$ cat src/rtl/vga_timing_gen.sv
// -----------------------------------------------------------------------------
// vga_timing_gen
// Pixel-timing generator for the 640x480@60 Hz display path. Produces the
// DrawX/DrawY pixel position consumed by the renderers, the display enable
// (blank), VGA hs/vs, per-line and per-frame strobes and a wrapping frame
// counter. Everything runs on the rising edge of vga_clk.
//
// Ports:
//   vga_clk      in   1   pixel clock
//   reset_n      in   1   synchronous active-low reset
//   hs           out  1   horizontal sync (level SYNC_ACTIVE while asserted)
//   vs           out  1   vertical sync   (level SYNC_ACTIVE while asserted)
//   blank        out  1   1 = visible pixel, 0 = blanking
//   DrawX        out  10  horizontal position
//   DrawY        out  10  vertical position
//   line_start   out  1   high while DrawX == 0
//   frame_start  out  1   high while DrawX == 0 and DrawY == 0
//   frame_count  out  16  frame starts since reset, wrapping
//
// Build option:
//   VGA_TIMING_LOOKAHEAD_EN - when defined, hs/vs/blank/line_start/frame_start
//   get one extra register stage and lag DrawX/DrawY by one vga_clk, for
//   renderers that register colour one cycle after issuing a ROM address.
// -----------------------------------------------------------------------------
module vga_timing_gen #(
    parameter int   H_VISIBLE   = 640,
    parameter int   H_FRONT     = 16,
    parameter int   H_SYNC      = 96,
    parameter int   H_BACK      = 48,
    parameter int   V_VISIBLE   = 480,
    parameter int   V_FRONT     = 10,
    parameter int   V_SYNC      = 2,
    parameter int   V_BACK      = 33,
    parameter logic SYNC_ACTIVE = 1'b0
) (
    input  logic        vga_clk,
    input  logic        reset_n,
    output logic        hs,
    output logic        vs,
    output logic        blank,
    output logic [9:0]  DrawX,
    output logic [9:0]  DrawY,
    output logic        line_start,
    output logic        frame_start,
    output logic [15:0] frame_count
);

    localparam int H_TOTAL = H_VISIBLE + H_FRONT + H_SYNC + H_BACK;
    localparam int V_TOTAL = V_VISIBLE + V_FRONT + V_SYNC + V_BACK;

    if (H_TOTAL > 1024 || V_TOTAL > 1024) begin : g_size_check
        $error("vga_timing_gen: H_TOTAL/V_TOTAL must fit in 10 bits");
    end

    localparam logic [9:0] H_LAST = 10'(H_TOTAL - 1);
    localparam logic [9:0] V_LAST = 10'(V_TOTAL - 1);
    localparam logic [9:0] H_VIS  = 10'(H_VISIBLE);
    localparam logic [9:0] V_VIS  = 10'(V_VISIBLE);
    localparam logic [9:0] HS_BEG = 10'(H_VISIBLE + H_FRONT);
    localparam logic [9:0] HS_END = 10'(H_VISIBLE + H_FRONT + H_SYNC);
    localparam logic [9:0] VS_BEG = 10'(V_VISIBLE + V_FRONT);
    localparam logic [9:0] VS_END = 10'(V_VISIBLE + V_FRONT + V_SYNC);

    logic [9:0] x_nxt, y_nxt;
    logic       hs_nxt, vs_nxt, blank_nxt, line_nxt, frame_nxt;
    logic       hs_r, vs_r, blank_r, line_r, frame_r;

    always_comb begin
        x_nxt = DrawX + 10'd1;
        y_nxt = DrawY;
        if (DrawX == H_LAST) begin
            x_nxt = '0;
            y_nxt = (DrawY == V_LAST) ? '0 : DrawY + 10'd1;
        end
    end

    // Decodes look at the next position so the registered strobes line up
    // with the registered DrawX/DrawY.
    always_comb begin
        blank_nxt = (x_nxt < H_VIS) && (y_nxt < V_VIS);
        hs_nxt    = (x_nxt >= HS_BEG && x_nxt < HS_END) ? SYNC_ACTIVE : ~SYNC_ACTIVE;
        vs_nxt    = (y_nxt >= VS_BEG && y_nxt < VS_END) ? SYNC_ACTIVE : ~SYNC_ACTIVE;
        line_nxt  = (x_nxt == 10'd0);
        frame_nxt = (x_nxt == 10'd0) && (y_nxt == 10'd0);
    end

    // Reset parks the position at the last pixel so the first released edge
    // lands on (0,0) and produces a normal frame start.
    always_ff @(posedge vga_clk) begin
        if (!reset_n) begin
            DrawX       <= H_LAST;
            DrawY       <= V_LAST;
            hs_r        <= ~SYNC_ACTIVE;
            vs_r        <= ~SYNC_ACTIVE;
            blank_r     <= 1'b0;
            line_r      <= 1'b0;
            frame_r     <= 1'b0;
            frame_count <= '0;
        end else begin
            DrawX   <= x_nxt;
            DrawY   <= y_nxt;
            hs_r    <= hs_nxt;
            vs_r    <= vs_nxt;
            blank_r <= blank_nxt;
            line_r  <= line_nxt;
            frame_r <= frame_nxt;
            if (frame_nxt) begin
                frame_count <= frame_count + 16'd1;
            end
        end
    end

`ifdef VGA_TIMING_LOOKAHEAD_EN
    always_ff @(posedge vga_clk) begin
        if (!reset_n) begin
            hs          <= ~SYNC_ACTIVE;
            vs          <= ~SYNC_ACTIVE;
            blank       <= 1'b0;
            line_start  <= 1'b0;
            frame_start <= 1'b0;
        end else begin
            hs          <= hs_r;
            vs          <= vs_r;
            blank       <= blank_r;
            line_start  <= line_r;
            frame_start <= frame_r;
        end
    end
`else
    assign hs          = hs_r;
    assign vs          = vs_r;
    assign blank       = blank_r;
    assign line_start  = line_r;
    assign frame_start = frame_r;
`endif

endmodule

$ cat config.mk
export PLATFORM = sky130hd
export DESIGN_NAME = vga_timing_gen
export DESIGN_NICKNAME = d
export VERILOG_FILES = /design/src/rtl/vga_timing_gen.sv
export SDC_FILE = /design/constraint.sdc
export NUM_CORES = 1
export LEC_CHECK = 0
export ABC_AREA = 1
export ABC_CLOCK_PERIOD_IN_PS = 4100
export BUFFER_PORTS_ARGS = -buffer_cell sky130_fd_sc_hd__buf_2
export CORE_MARGIN = 2
export CORE_UTILIZATION = 45
export DETAILED_ROUTE_END_ITERATION = 12
export PLACE_DENSITY_LB_ADDON = 0.12
export SYNTH_ARGS = -nofsm -noshare
export SYNTH_HDL_FRONTEND = slang
export SYNTH_SLANG_ARGS = --single-unit
export TNS_END_PERCENT = 50
$ cat constraint.sdc
create_clock -name vga_clk -period 4.1 [get_ports vga_clk]
set_input_delay 0.205 -clock vga_clk [delete_from_list [all_inputs] [get_ports vga_clk]]
set_output_delay 0.205 -clock vga_clk [all_outputs]
set_load 0.01 [all_outputs]
Word level (Yosys, flattened, before mapping):

Cells that the tools add are included.

* memories: 0
* output and inout bits: 41
* latch bits: 0
* memory bits (writable): 0
* input bits: 2
* bits in read-only memories: 0
* register bits: 41

* equal/unequal tests: 2
* muxes and demuxes: 5
* order comparisons: 6
* shift-type cells: 0
* bitwise operators: 0
* reduce and logical (&&, ||, !) cells: 6
* div/mod/pow operators: 0
* multipliers: 0
* add/sub/neg operators: 3

Operators with widths (count)
* $mux 10: 3
* $add 10x1->10 const B: 2
* $eq 10x10->1 const B: 2
* $logic_not 10->1: 2
* $lt 10x10->1 const B: 2
* $lt 10x9->1 const B: 2
* $add 16x1->16 const B: 1
* $ge 10x10->1 const B: 1
* $ge 10x9->1 const B: 1
* $logic_and 1x1->1: 4
* $mux 1: 2

Logic depth before layout (Yosys ltp):

* depth in word-level cells: 6
* gate-level depth with buffers: 15
* mapped depth without buffers: 15

Least setup slack after synthesis:

OpenSTA, ideal clock, no wires.

* path type: reg2reg
* start point: reg DrawX[0]
* end point: reg frame_count[7]
* setup time: 0.132 ns
* required time: 3.968 ns
* data arrival time: 2.031 ns
* setup slack: 1.936 ns
* cell stages (with the launch flop): 16
* path through: dfxtp_1 > ha_1 > nand2_2 > nor2_4 > inv_2 > nor2_8 > inv_4 > nand2_2 > nand2_1 > nor2_1 > nand2_2 > nor2_8 > nand3_4 > buf_6 > nand2_1 > a21oi_1

* longest elaborated chain between the ends: 4
* elaborated cells on any way between the ends: 7

RTL lines
* start, declared: RTL line 41 `output logic [9:0] DrawX,`
* start signal, assigned: RTL line 100 `DrawX <= x_nxt;`
* $add 10x1->10 / $eq 10x10->1 (equally long branches): RTL line 69, 71
* $mux 10: RTL line 71 `if (DrawX == H_LAST) begin`
* $logic_not 10->1: RTL line 84 `frame_nxt = (x_nxt == 10'd0) && (y_nxt == 10'd0);`
* $logic_and 1x1->1 (*): RTL line 84
* end signal, assigned: RTL line 108 `frame_count <= frame_count + 16'd1;`
* end, declared: RTL line 45 `output logic [15:0] frame_count`

Every way passes the cells marked *; elsewhere a longest branch is shown, timed or not.
A chain may end at the register's enable or synchronous reset.

Worst setup path after layout:

* start point: reg DrawX[0]
* end point: reg frame_count[5]

Same word-level chain as after synthesis.

==> results by stage <==
Run status:
- The run finished with clean final reports.

Layout:
- Fill cells in the final layout number 537.
- The number of inserted diodes is 0.
- The most common cell after layout, fill and taps aside is nand2_1.
- From synthesis to final layout, the design area changed by 14.52%.
- The library cells used most frequently in the layout, excluding fill and tap cells, are nand2_1 (94), buf_2 (42), dfxtp_1 (41).
- The multi-input logic area is 1391 um2.
- In the final layout, flip-flops and latches occupy 820.8 um2.
- The core utilization of the finished layout is 53.55%.
- The final non-filler cell area is 2753 um2.
- In the final layout, the share of cells above drive strength 1 is 18.90%.
- For this run, the post-layout net count is 387.

Clock network:
- The clock tree root buffer cell is clkbuf_8.
- Counting the buffers created by CTS gives 5.
- The clock network latency to the later pin of the worst-skew pair is 0.29 ns.
- The number of cells upsized or downsized after cts is 0.
- The clock net in this run drives a total of 41 sinks.
- Hold repair after CTS inserted 0 buffers.
- The TritonCTS clock tree is yes.
- After clock tree synthesis, the clock-pin slew on the worst setup and hold paths is 0.08 ns.
- The H-tree generated during clock tree synthesis spans 2 levels.
- The worst-case clock buffer depth is 2.
- The number of setup buffers added after CTS is 0.

Power and ir drop:
- The analysis attributes to cell leakage a power of 0.001322 uW.
- The cell-internal power is 887.4 uW.
- The total design power is 1626 uW.
- Of the total power, the clock network draws 20.8%.
- Summed over all nets, the switching power comes to 738.3 uW.
- Power spread over the standard cell area amounts to 590.6 nW/um2.
- The worst-case IR drop observed on VDD is 0.0002039 V.
- The switching fraction of total power is 45.41%.
- In this run, flip-flops and latches consume 33.5% of the power.
- The portion of total power attributed to combinational logic is 45.7%.

Detailed routing:
- The first-pass detailed-route iteration total is 4.
- The count of nets left with antenna violations once routing finished came out at 0.
- The vias after detailed routing is 2245.
- The routed via count divided by cell count is 4.978.
- Dividing the detail-routed wire length by the instance count gives 12.04 um.
- Wires add up to 5428 um.
- The detailed router finished its first iteration with 123 violations.
- The count of unresolved DRC violations after routing is 0.

GRT:
- In the global route stage, overall resource usage came out at 19.21%.
- Entering global routing, the biggest net connects 29 pins.
- The first global-routing pass estimated 9349 um of wire.
- Global routing finished with a remaining overflow of 0.
- The initial antenna violation count was 0.
- The number of global-route vias before repair is 1980.

Floorplan:
- In this run the vertical extent of the chip is 77.09 um.
- The row count is 26.
- The floorplan step set the die width to 77.09 um.
- 43 I/O pins were placed.
- Once the floorplan was initialized, standard cells occupied 46.76% of the core.
- The die covers 5942 um2.
- The placeable core region is 5140 um2.

Place:
- The number of port buffers is 42.
- Summing all placed instances gives a cell area of 2636 um2.
- The post-detailed-placement half-perimeter wirelength is 3926 um.
- At the end of routability-driven placement, the weighted congestion stood at 0.7941.
- Before CTS, the worst setup slack after placement is 1.561 ns.

STA:
- Setup repair after global routing left no endpoint under its margin.
- The least setup slack across all paths after layout is 1.567 ns.
- The final setup skew is 0.007127 ns.
- The minimum period implied by the final worst setup slack is 2.533 ns.
- The worst pin sits at a relative slew slack of 50.34%.
- For this run, the top clock speed supported by timing is 394.7 MHz.
- The share of the cycle needed by the critical path after routing is 61.79%.
- The slew at the pin closest to its max-slew limit is 0.7403 ns.
- The sum of negative setup slack is 0 ns.
- The final max-slew violation count was 0.
- The count of final hold-check violations came to 0.
- Setup violations remaining at the end of the flow were counted as 0.

Critical path:
- The startpoint kind of the worst setup timing path is a register.
- The required time at the worst-slack endpoint is 4.25 ns.
- The largest fanout on the critical path is 18.
- Data arrives at the worst endpoint at 2.69 ns.
- The capturing element type of the critical path is a register.
- The worst setup path is of the reg2reg kind.

Yosys:
- Synthesis instantiated 29 different standard cells from the library.
- Of all flip-flops after synthesis, the portion carrying an async set or reset was 0%.
- The mean instance size in the synthesized netlist is 7.069 um2.
- In the synthesized netlist the dominant register cell turns out to be dfxtp_1.
- In this run, synthesis inferred 0 flip-flops with an integrated enable.
- The net count of the mapped netlist is 347.
- Synthesis inferred 41 register bits.
- Of the synthesized area, sequential elements account for 34.15%.
- The area of the mapped netlist is 2404 um2.
- The cell count after synthesis came out at 340.
- The total of warnings raised by yosys is 0.

Flow run:
- Across the run, the number of max-cap violations was 0.

Min path:
- The min-delay analysis places its worst path in the category in2reg.
[flip-flops by register name, indices dropped and copies added (netlist names)]
name         count
frame_count     16
DrawX           10
DrawY           10
blank            1
frame_start      1
hs               1
line_start       1
vs               1
[synth_stat cells (5+ instances only)]
cell type	number	area [um2]
nor2_1	32	120.1
xor2_1	8	70.07
dfxtp_1	41	820.8
nand4_1	24	150.1
a21oi_1	21	105.1
nand3_1	26	130.1
ha_1	5	62.56
xnor2_1	9	78.83
nor3_1	6	30.03
nand2_2	6	37.54
inv_1	29	108.9
nand2_1	94	352.8
[worst paths after layout]
| kind | to | cells past startpoint | from | slack, ns |
|---|---|---|---|---|
| max | frame_count[5] | 14 | DrawX[0] | 1.57 |
| min | DrawY[3] | 2 | reset_n | 0.22 |
| max reg2reg | frame_count[5] | 14 | DrawX[0] | 1.57 |
| min reg2reg | frame_count[15] | 2 | frame_count[15] | 0.50 |
[metrics by stage]
step	hold WS, ns	std cells
floorplan	0.3360	340
global placement	0.4885	443
detailed placement	0.4916	443
CTS	0.2073	451
global route	0.2150	451
finish	0.2158	451
[power groups by stage]
| stage | registers (uW) | logic (uW) | clock network [uW] |
|---|---|---|---|
| 2_1_floorplan | 559 | 581 | 0 |
| 3_3_place_gp | 551 | 735 | 0 |
| 3_5_place_dp | 553 | 741 | 0 |
| 4_1_cts | 544 | 744 | 346 |
| 5_1_grt | 558 | 827 | 366 |
| 6_report | 545 | 743 | 338 |
[kinds of logic (layout without fill, tap and decap cells)]
logic type,after synthesis,count (layout),share of synthesized area [%]
adders and majority gates,5,5,2.603
DFF,41,41,34.15
xor gates and xnor gates,17,17,6.195
and+or+nand+nor,203,203,41.65
buffers and inverters,42,83,7.964
AOI/OAI and AO/OA,32,32,7.444
[metal layers]
metal	wire, um	up-vias	global-route usage, %
met4	57	0	4.821
met3	202	6	4.000
met1	2783	1002	27.83
li1	-	1194	-
met2	2384	43	29.12
met5	0	-	0
[cell type report]
cell class	instances	area share, %
Inverter	33	4.591
Tap cell	70	3.182
Sequential cell	41	29.82
Timing Repair Buffer	42	7.636
Multi-Input combinational cell	257	50.55
Clock buffer	7	3.136
Clock inverter	1	1.091
[critical path: stages (launching register included)]
cell and delay, ns:
dfxtp_1 0.41, ha_1 0.23, nand2_2 0.09, nor2_4 0.13, inv_2 0.07, nor2_8 0.27, inv_4 0.11, nand2_1 0.09
nand2_1 0.08, nor2_1 0.12, nand2_2 0.10, nor2_8 0.25, nand3_4 0.25, nand2_1 0.12, a21oi_1 0.06
No activity file was read; power rests on OpenSTA's default activity.
